--- src/rtl/conv_pkg.sv ---
// Shared types and constants for the convolution window engine.
package conv_pkg;

    localparam int PIX_W  = 8;
    localparam int COEF_W = 8;
    localparam int WIN_W  = 200;
    localparam int ACC_W  = 22;

    localparam logic [1:0] SZ_2X2 = 2'd0;
    localparam logic [1:0] SZ_3X3 = 2'd1;
    localparam logic [1:0] SZ_INV = 2'd2;
    localparam logic [1:0] SZ_5X5 = 2'd3;

    typedef enum logic [1:0] {IDLE, CAPTURE, MAC, OUT} state_e;

    function automatic logic [2:0] rows_of(input logic [1:0] sz);
        case (sz)
            SZ_2X2:  return 3'd2;
            SZ_3X3:  return 3'd3;
            default: return 3'd5;
        endcase
    endfunction

endpackage

--- src/rtl/conv_window_engine_if.sv ---
// Pixel write-back handshake between the engine and its consumer.
interface conv_window_engine_if;
    import conv_pkg::*;

    logic [PIX_W-1:0] pix_out;
    logic             pix_valid;
    logic             pix_ready;

    modport master (output pix_out, output pix_valid, input pix_ready);
    modport slave  (input pix_out, input pix_valid, output pix_ready);

endinterface

--- src/rtl/conv_window_engine_row_mac.sv ---
// One kernel row: 5 unsigned pixels dotted with 5 signed coefficients.
module conv_row_mac
    import conv_pkg::*;
(
    input  logic [5*PIX_W-1:0]      pix,
    input  logic [5*COEF_W-1:0]     coef,
    output logic signed [ACC_W-1:0] sum
);

    logic signed [PIX_W:0]    px_s;
    logic signed [COEF_W-1:0] cf_s;
    logic signed [ACC_W-1:0]  px_x;
    logic signed [ACC_W-1:0]  cf_x;

    always_comb begin
        sum  = '0;
        px_s = '0;
        cf_s = '0;
        px_x = '0;
        cf_x = '0;
        for (int c = 0; c < 5; c++) begin
            px_s = $signed({1'b0, pix[c*PIX_W +: PIX_W]});
            cf_s = $signed(coef[c*COEF_W +: COEF_W]);
            px_x = ACC_W'(px_s);
            cf_x = ACC_W'(cf_s);
            sum  = sum + px_x * cf_x;
        end
    end

endmodule

--- src/rtl/conv_window_engine.sv ---
// Per-column window capture, row-serial convolution, saturation and
// valid/ready write-back for one line per start.
module conv_window_engine
    import conv_pkg::*;
#(
    parameter int LINE_W = 512,
    localparam int COL_W = $clog2(LINE_W)
) (
    input  logic                 clk,
    input  logic                 rst_n,
    input  logic                 start,
    input  logic [1:0]           size,
    input  logic [WIN_W-1:0]     kernel,
    input  logic [3:0]           shift,
    input  logic [WIN_W-1:0]     matrix,
    output logic                 next_matrix,
    output logic [COL_W-1:0]     col_addr,
    output logic                 busy,
    output logic                 line_done,
    output logic                 cfg_err,
    conv_window_engine_if.master pix_if
);

    state_e                  state_q, state_d;
    logic [2:0]              rows_q, rows_d;
    logic [2:0]              row_q, row_d;
    logic [WIN_W-1:0]        kern_q, kern_d;
    logic [WIN_W-1:0]        win_q, win_d;
    logic [3:0]              shift_q, shift_d;
    logic signed [ACC_W-1:0] acc_q, acc_d;
    logic [COL_W-1:0]        col_q, col_d;
    logic [PIX_W-1:0]        pix_q, pix_d;
    logic                    valid_q, valid_d;
    logic                    nm_q, nm_d;
    logic                    busy_q, busy_d;
    logic                    done_q, done_d;
    logic                    err_q, err_d;

    logic [5*PIX_W-1:0]      row_pix;
    logic [5*COEF_W-1:0]     row_coef;
    logic signed [ACC_W-1:0] row_sum;
    logic signed [ACC_W-1:0] total;
    logic signed [ACC_W-1:0] res;
    logic [PIX_W-1:0]        sat;

    always_comb begin
        row_pix  = '0;
        row_coef = '0;
        for (int r = 0; r < 5; r++) begin
            if (row_q == 3'(r)) begin
                row_pix  = win_q[r*5*PIX_W +: 5*PIX_W];
                row_coef = kern_q[r*5*COEF_W +: 5*COEF_W];
            end
        end
    end

    conv_row_mac u_row_mac (
        .pix  (row_pix),
        .coef (row_coef),
        .sum  (row_sum)
    );

    // Last row is folded in combinationally so the pixel lands in OUT directly.
    assign total = acc_q + row_sum;
    assign res   = total >>> shift_q;

    always_comb begin
        if (res[ACC_W-1])
            sat = '0;
        else if (|res[ACC_W-2:PIX_W])
            sat = '1;
        else
            sat = res[PIX_W-1:0];
    end

    always_comb begin
        state_d = state_q;
        rows_d  = rows_q;
        row_d   = row_q;
        kern_d  = kern_q;
        win_d   = win_q;
        shift_d = shift_q;
        acc_d   = acc_q;
        col_d   = col_q;
        pix_d   = pix_q;
        valid_d = valid_q;
        err_d   = err_q;
        nm_d    = 1'b0;
        done_d  = 1'b0;
        unique case (state_q)
            IDLE: begin
                if (start) begin
                    if (size == SZ_INV) begin
                        err_d = 1'b1;
                    end else begin
                        err_d   = 1'b0;
                        rows_d  = rows_of(size);
                        kern_d  = kernel;
                        shift_d = shift;
                        col_d   = '0;
                        nm_d    = 1'b1;
                        state_d = CAPTURE;
                    end
                end
            end
            CAPTURE: begin
                win_d   = matrix;
                acc_d   = '0;
                row_d   = '0;
                state_d = MAC;
            end
            MAC: begin
                if (row_q == rows_q - 3'd1) begin
                    pix_d   = sat;
                    valid_d = 1'b1;
                    state_d = OUT;
                end else begin
                    acc_d = total;
                    row_d = row_q + 3'd1;
                end
            end
            OUT: begin
                if (valid_q && pix_if.pix_ready) begin
                    valid_d = 1'b0;
                    if (col_q == COL_W'(LINE_W - 1)) begin
                        col_d   = '0;
                        done_d  = 1'b1;
                        state_d = IDLE;
                    end else begin
                        col_d   = col_q + COL_W'(1);
                        nm_d    = 1'b1;
                        state_d = CAPTURE;
                    end
                end
            end
        endcase
        busy_d = (state_d != IDLE);
    end

    always_ff @(posedge clk or negedge rst_n) begin
        if (!rst_n) begin
            state_q <= IDLE;
            rows_q  <= 3'd3;
            row_q   <= '0;
            kern_q  <= '0;
            win_q   <= '0;
            shift_q <= '0;
            acc_q   <= '0;
            col_q   <= '0;
            pix_q   <= '0;
            valid_q <= 1'b0;
            nm_q    <= 1'b0;
            busy_q  <= 1'b0;
            done_q  <= 1'b0;
            err_q   <= 1'b0;
        end else begin
            state_q <= state_d;
            rows_q  <= rows_d;
            row_q   <= row_d;
            kern_q  <= kern_d;
            win_q   <= win_d;
            shift_q <= shift_d;
            acc_q   <= acc_d;
            col_q   <= col_d;
            pix_q   <= pix_d;
            valid_q <= valid_d;
            nm_q    <= nm_d;
            busy_q  <= busy_d;
            done_q  <= done_d;
            err_q   <= err_d;
        end
    end

    assign next_matrix      = nm_q;
    assign col_addr         = col_q;
    assign busy             = busy_q;
    assign line_done        = done_q;
    assign cfg_err          = err_q;
    assign pix_if.pix_out   = pix_q;
    assign pix_if.pix_valid = valid_q;

endmodule

--- src/flat_wrapper.sv ---
// flat-port wrapper written by rule: the top's interface ports become plain ports
module conv_window_engine_flat import conv_pkg::*;
#(
    parameter int LINE_W = 512,
    localparam int COL_W = $clog2(LINE_W)
)
  (clk, rst_n, start, size, kernel, shift, matrix, next_matrix, col_addr, busy, line_done, cfg_err, pix_if_pix_out, pix_if_pix_valid, pix_if_pix_ready);
  conv_window_engine_if pix_if_i ();
  input  logic clk;
  input  logic rst_n;
  input  logic start;
  input  logic [1:0] size;
  input  logic [WIN_W-1:0] kernel;
  input  logic [3:0] shift;
  input  logic [WIN_W-1:0] matrix;
  output logic next_matrix;
  output logic [COL_W-1:0] col_addr;
  output logic busy;
  output logic line_done;
  output logic cfg_err;
  output wire logic [$bits(pix_if_i.pix_out)-1:0] pix_if_pix_out;
  output wire logic [$bits(pix_if_i.pix_valid)-1:0] pix_if_pix_valid;
  input wire logic [$bits(pix_if_i.pix_ready)-1:0] pix_if_pix_ready;
  assign pix_if_pix_out = pix_if_i.pix_out;
  assign pix_if_pix_valid = pix_if_i.pix_valid;
  assign pix_if_i.pix_ready = pix_if_pix_ready;
  conv_window_engine #(.LINE_W(LINE_W)) u_core (.clk(clk), .rst_n(rst_n), .start(start), .size(size), .kernel(kernel), .shift(shift), .matrix(matrix), .next_matrix(next_matrix), .col_addr(col_addr), .busy(busy), .line_done(line_done), .cfg_err(cfg_err), .pix_if(pix_if_i));
endmodule
--- config.mk ---
export PLATFORM = sky130hd
export DESIGN_NAME = conv_window_engine_flat
export DESIGN_NICKNAME = d
export VERILOG_FILES = /design/src/rtl/conv_pkg.sv /design/src/rtl/conv_window_engine_if.sv /design/src/rtl/conv_window_engine_row_mac.sv /design/src/rtl/conv_window_engine.sv /design/src/flat_wrapper.sv
export SDC_FILE = /design/constraint.sdc
export NUM_CORES = 2
export LEC_CHECK = 0
export CORE_ASPECT_RATIO = 0.9
export CORE_MARGIN = 2
export CORE_UTILIZATION = 59
export CTS_CLUSTER_SIZE = 40
export DETAILED_ROUTE_END_ITERATION = 12
export DONT_BUFFER_PORTS = 1
export GPL_TIMING_DRIVEN = 0
export PLACE_DENSITY = 0.86
export SLEW_MARGIN = 25
export SYNTH_ARGS = -nofsm -noshare
export SYNTH_HDL_FRONTEND = slang
export SYNTH_SLANG_ARGS = --single-unit
--- constraint.sdc ---
create_clock -name clk -period 10.3 [get_ports clk]
set_clock_uncertainty 0.05 [all_clocks]
set_input_delay 2.06 -clock clk [delete_from_list [all_inputs] [get_ports clk]]
set_output_delay 2.06 -clock clk [all_outputs]
set_load 0.005 [all_outputs]
==> out/results.ini, run 1 <==
[synthesis]
syn_inst = 3312
synth.avg_cell_area_um2 = 10.37
yosysSeqAreaShare_pct = 33.24
synth_warnings = 0
yosys_most_used_dff = dfrtp_1
async_flop_share_pct = 100.0
synth_top_area_share_pct = 33.09
synth_edf_count = 0
synthesis.nets = 4242
syn_area_um2 = 34330
synth_area_leader_cell = dfrtp_1
synth_area_leaders = dfrtp_1, fa_1, mux2_2
synth.distinct_cells = 80
synth-seq-cells = 456

[floorplan]
io_pins = 432
die_w_um = 258.3
rows = 83
initial_core_util_pct = 59.89
die_h_um = 232.9

[clock_tree]
clock_path_buffers = 3
cts_buffers = 48
postCtsHoldBufs = 0
clkSinkCount = 456
cts_max_level = 2
ctsRootBufferMaster = clkbuf_16

[outcome]
status = aborted with a tool error
stop_error = [ERROR GRT-0232] Routing congestion too high. Check the congestion heatmap in the GUI.
lastStage = global routing (5_1_grt)

[placement]
place.gp.congestion = 1.007
dp.cells = 4077
place_hpwl_um = 89460
port_buffers = 0

[global_route]
grt_max_degree = 457
grt_antenna_before_repair = 83
grt_use_total_pct = 54.50
grt_overflow = 4

[sta]
worst_endpoint_kind = register input
postGrtWorstEndpoint = u_core.pix_if.pix_out[5]$_DFFE_PN0P_/D

-- synthesized netlist by cell type, types with 4 or more instances --
| cell | instances |
|---|---|
| nand4_1 | 8 |
| nor2_1 | 380 |
| a21o_1 | 11 |
| nand2_1 | 151 |
| inv_1 | 427 |
| a211oi_1 | 14 |
| buf_1 | 10 |
| a31oi_1 | 12 |
| clkbuf_1 | 130 |
| mux2_2 | 403 |
| mux4_2 | 4 |
| nand2b_1 | 25 |
| o2111ai_1 | 5 |
| a22o_1 | 11 |
| nor2b_1 | 19 |
| o21bai_1 | 4 |
| fa_1 | 303 |
| a31o_2 | 4 |
| ha_1 | 217 |
| o21a_1 | 34 |
| xor2_1 | 10 |
| buf_2 | 9 |
| and2_1 | 19 |
| dfrtp_1 | 454 |
| or2_2 | 43 |
| nor3_1 | 97 |
| xnor2_1 | 29 |
| nand3_1 | 21 |
| o211ai_1 | 11 |
| a21oi_1 | 176 |
| a221oi_1 | 83 |
| mux2i_1 | 5 |
| and3_1 | 7 |
| o21ai_0 | 88 |
| o21ai_1 | 17 |
-- stage by stage --
stage	hold WS (ns)	util, %	setup slack (ns)	area, µm²	setup TNS, ns
2_1_floorplan	0.4038	-	-0.2447	34700	-1.902
3_3_place_gp	0.4215	62.20	-2.397	35660	-28.01
3_5_place_dp	0.4270	62.20	-2.567	35660	-31.01
4_1_cts	0.4422	70.50	-1.002	40420	-8.103
-- logic make-up after synthesis --
kind of cell	Yosys count	synth area share [%]
buf+inv	580	6.385
simple gates	790	10.26
flops	456	33.24
compound gates	512	9.770
xor+xnor	42	1.137
mux	412	13.63
fa+ha+maj	520	25.58
-- layer usage --
metal  global-route usage (%)  GRT overflow
met4                    54.53             2
met2                    71.24             1
met1                    52.48             1
met5                    19.69             0
met3                    40.42             0
-- what timing repair did --
item | in CTS
gates cloned | 6
setup endpoints to repair | 22
setup buffers | 112
gates resized for setup | 461
pin swaps | 96
==> inputs of run 2 (changes only) <==
--- a/config.mk
+++ b/config.mk
@@ -5,14 +5,12 @@
 export SDC_FILE = /design/constraint.sdc
 export NUM_CORES = 2
 export LEC_CHECK = 0
-export CORE_ASPECT_RATIO = 0.9
 export CORE_MARGIN = 2
-export CORE_UTILIZATION = 59
-export CTS_CLUSTER_SIZE = 40
+export CORE_UTILIZATION = 40
 export DETAILED_ROUTE_END_ITERATION = 12
 export DONT_BUFFER_PORTS = 1
 export GPL_TIMING_DRIVEN = 0
-export PLACE_DENSITY = 0.86
+export PLACE_DENSITY_LB_ADDON = 0.15
 export SLEW_MARGIN = 25
 export SYNTH_ARGS = -nofsm -noshare
 export SYNTH_HDL_FRONTEND = slang
==> constraint.sdc (replaced) <==
create_clock -name clk -period 13.4 [get_ports clk]
set_clock_uncertainty 0.05 [all_clocks]
set_input_delay 2.68 -clock clk [delete_from_list [all_inputs] [get_ports clk]]
set_output_delay 2.68 -clock clk [all_outputs]
set_load 0.005 [all_outputs]
==> out/results.ini, run 2 <==
[global_route]
use_met2_pct = 47.93
grt_pass1_vias = 25860
grt_max_degree = 457
met3_usage_pct = 6.639
grt_use_total_pct = 27.46
grt_pass1_wl_um = 178600
grt_antenna_before_repair = 58
grt_use_met1_pct = 34.25
busiest_layer = met2
grt_overflow = 0

[synthesis]
syn_area_um2 = 34330
yosysSeqAreaShare_pct = 33.24
async_flop_share_pct = 100.0
syn_inst = 3312
synthesis.nets = 4242
synth_area_leaders = dfrtp_1, fa_1, mux2_2
synth.avg_cell_area_um2 = 10.37
synth_top_area_share_pct = 33.09
synth_area_leader_cell = dfrtp_1
synth_edf_count = 0
synth.distinct_cells = 80
yosys_most_used_dff = dfrtp_1
synthTopCellsByCount = dfrtp_1, inv_1, mux2_2, nor2_1, fa_1
synth-seq-cells = 456
synth_warnings = 0
synth.most_common_cell = dfrtp_1

[floorplan]
dieArea_um2 = 88190
core-area_um2 = 85150
rows = 107
initial_core_util_pct = 40.32
io_pins = 432
die_w_um = 297.0
die_h_um = 297.0

[worst_hold_path]
hold_class = reg2reg

[sta]
slew_headroom_pct = 25.02
fin_crit_sh_pct = 95.74
max_freq_mhz = 77.94
worstMarginPinSlew_ns = 1.125
final.min_clock_period_ns = 12.83
tns_ns = 0
finalSetupViolations = 0
hold_viol_final = 0
slew_violations = 0
rsz0062_at_grt = false
fin_hold_ws_ns = 0.4366

[layout]
final_core_util_pct = 45.03
drive_above_1_share_pct = 21.04
final_cell_mix = dfrtp_1, inv_1, mux2_2
fillers = 8369
seqCellArea_um2 = 11410
design_area_um2 = 38340
syn_to_final_growth_pct = 11.68
final_common_cell = dfrtp_1
multi_input_area_um2 = 21090
nNetsFinal = 4311
top_regs = u_core.kern_q (200), u_core.win_q (200), u_core.acc_q (22)

[clock_tree]
clock_path_buffers = 3
clkSinkCount = 456
cts_tree = done
cts_buffers = 53
cts.clk_slew.worst_paths_ns = 0.06
ctsRootBufferMaster = clkbuf_16
clock_latency_ns = 0.67
cts_max_level = 2
postCtsHoldBufs = 0

[flow_run]
drv_cap = 0

[worst_setup_path]
cp.required_ns = 13.83
cp.arrival_ns = 13.26
path_buf_inv = 6
max_stage_delay_ns = 0.57
crit_top_cell = fa_1
cp_slowest_cell = fa_1
worst-setup-path-type = reg2reg
path_delay_family = adder cells
worstPathMaxFanout = 10
cp-end-kind = flop
startpoint_type = flop

[placement]
port_buffers = 0
place.gp.congestion = 0.9082
place_hpwl_um = 99710
place_area_um2 = 35770

[route]
num_vias = 25310
drc = 0
wire_per_inst_um = 26.55
drt-initial-drc-count = 1918
ant_nets = 0
via_per_inst = 5.506
first_pass_iters = 5
drt_wl_total_um = 122100

[outcome]
status = completed

==> run 2: kinds of logic (layout without fill, tap and decap cells) <==
kind of cell	count (synthesis)	count (layout)	share of synthesized area [%]
fa+ha+maj	520	520	25.58
other cells	0	27	0
buf+inv	580	694	6.385
simple gates	790	790	10.26
mux	412	412	13.63
flops	456	456	33.24
compound gates	512	512	9.770
xor+xnor	42	42	1.137
==> run 2: repair_timing <==
action | in CTS | in global routing
resized for setup | 46 | 160
endpoints found under the setup margin | 8 | 8
pin swaps | 0 | 4
buffers inserted | 0 | 12
==> run 2: final timing paths <==
path                                              start                              endpoint  slack, ns  cells after the start
setup / recovery            u_core.row_q[0]$_DFFE_PN0P_  u_core.pix_if.pix_out[5]$_DFFE_PN0P_       0.57                     47
hold / removal             u_core.acc_q[20]$_DFFE_PN0P_          u_core.acc_q[20]$_DFFE_PN0P_       0.44                      2
setup reg to reg            u_core.row_q[0]$_DFFE_PN0P_  u_core.pix_if.pix_out[5]$_DFFE_PN0P_       0.57                     47
hold reg to reg            u_core.acc_q[20]$_DFFE_PN0P_          u_core.acc_q[20]$_DFFE_PN0P_       0.44                      2
max in group asynchronous                         rst_n        u_core.kern_q[185]$_DFFE_PN0P_       9.14                      3
min in group asynchronous                         rst_n           u_core.acc_q[8]$_DFFE_PN0P_       1.69                      0
==> run 2: metal layers <==
| metal | share of wire [%] | wire length [µm] | vias up |
|---|---|---|---|
| li1 | - | - | 11310 |
| met1 | 40 | 49240 | 13000 |
| met2 | 50 | 61440 | 762 |
| met3 | 6.6 | 8058 | 191 |
| met4 | 2.4 | 2961 | 52 |
| met5 | 0.29 | 360 | - |
==> run 2: cell type report <==
| cell class | instances | share of cell area (%) |
|---|---|---|
| Inverter | 430 | 4.219 |
| Timing Repair Buffer | 15 | 0.4503 |
| Multi-Input combinational cell | 2276 | 55.01 |
| Clock buffer | 77 | 4.033 |
| Tap cell | 1144 | 3.733 |
| Antenna cell | 27 | 0.1762 |
| Sequential cell | 456 | 29.77 |
| Buffer | 149 | 1.759 |
| Clock inverter | 23 | 0.8484 |
==> run 2: worst min-delay path: cells and delay by family, from the launching register on <==
kind | cells | cell delay, ns
AOI/OAI and AO/OA | 1 | 0.06
DFF | 1 | 0.34
and+or+nand+nor | 1 | 0.05
==> run 2: stage by stage <==
step / setup slack, ns / std cells
finish: 0.5703 / 4597
global placement: -0.9151 / 4456
CTS: 0.002532 / 4556
global route: 0.005138 / 4581
floorplan: 2.077 / 3312
detailed placement: -0.8533 / 4456
Power of run 2 is not shown: default switching activity piles up to over one toggle a cycle in this logic, so the estimate is an artifact.
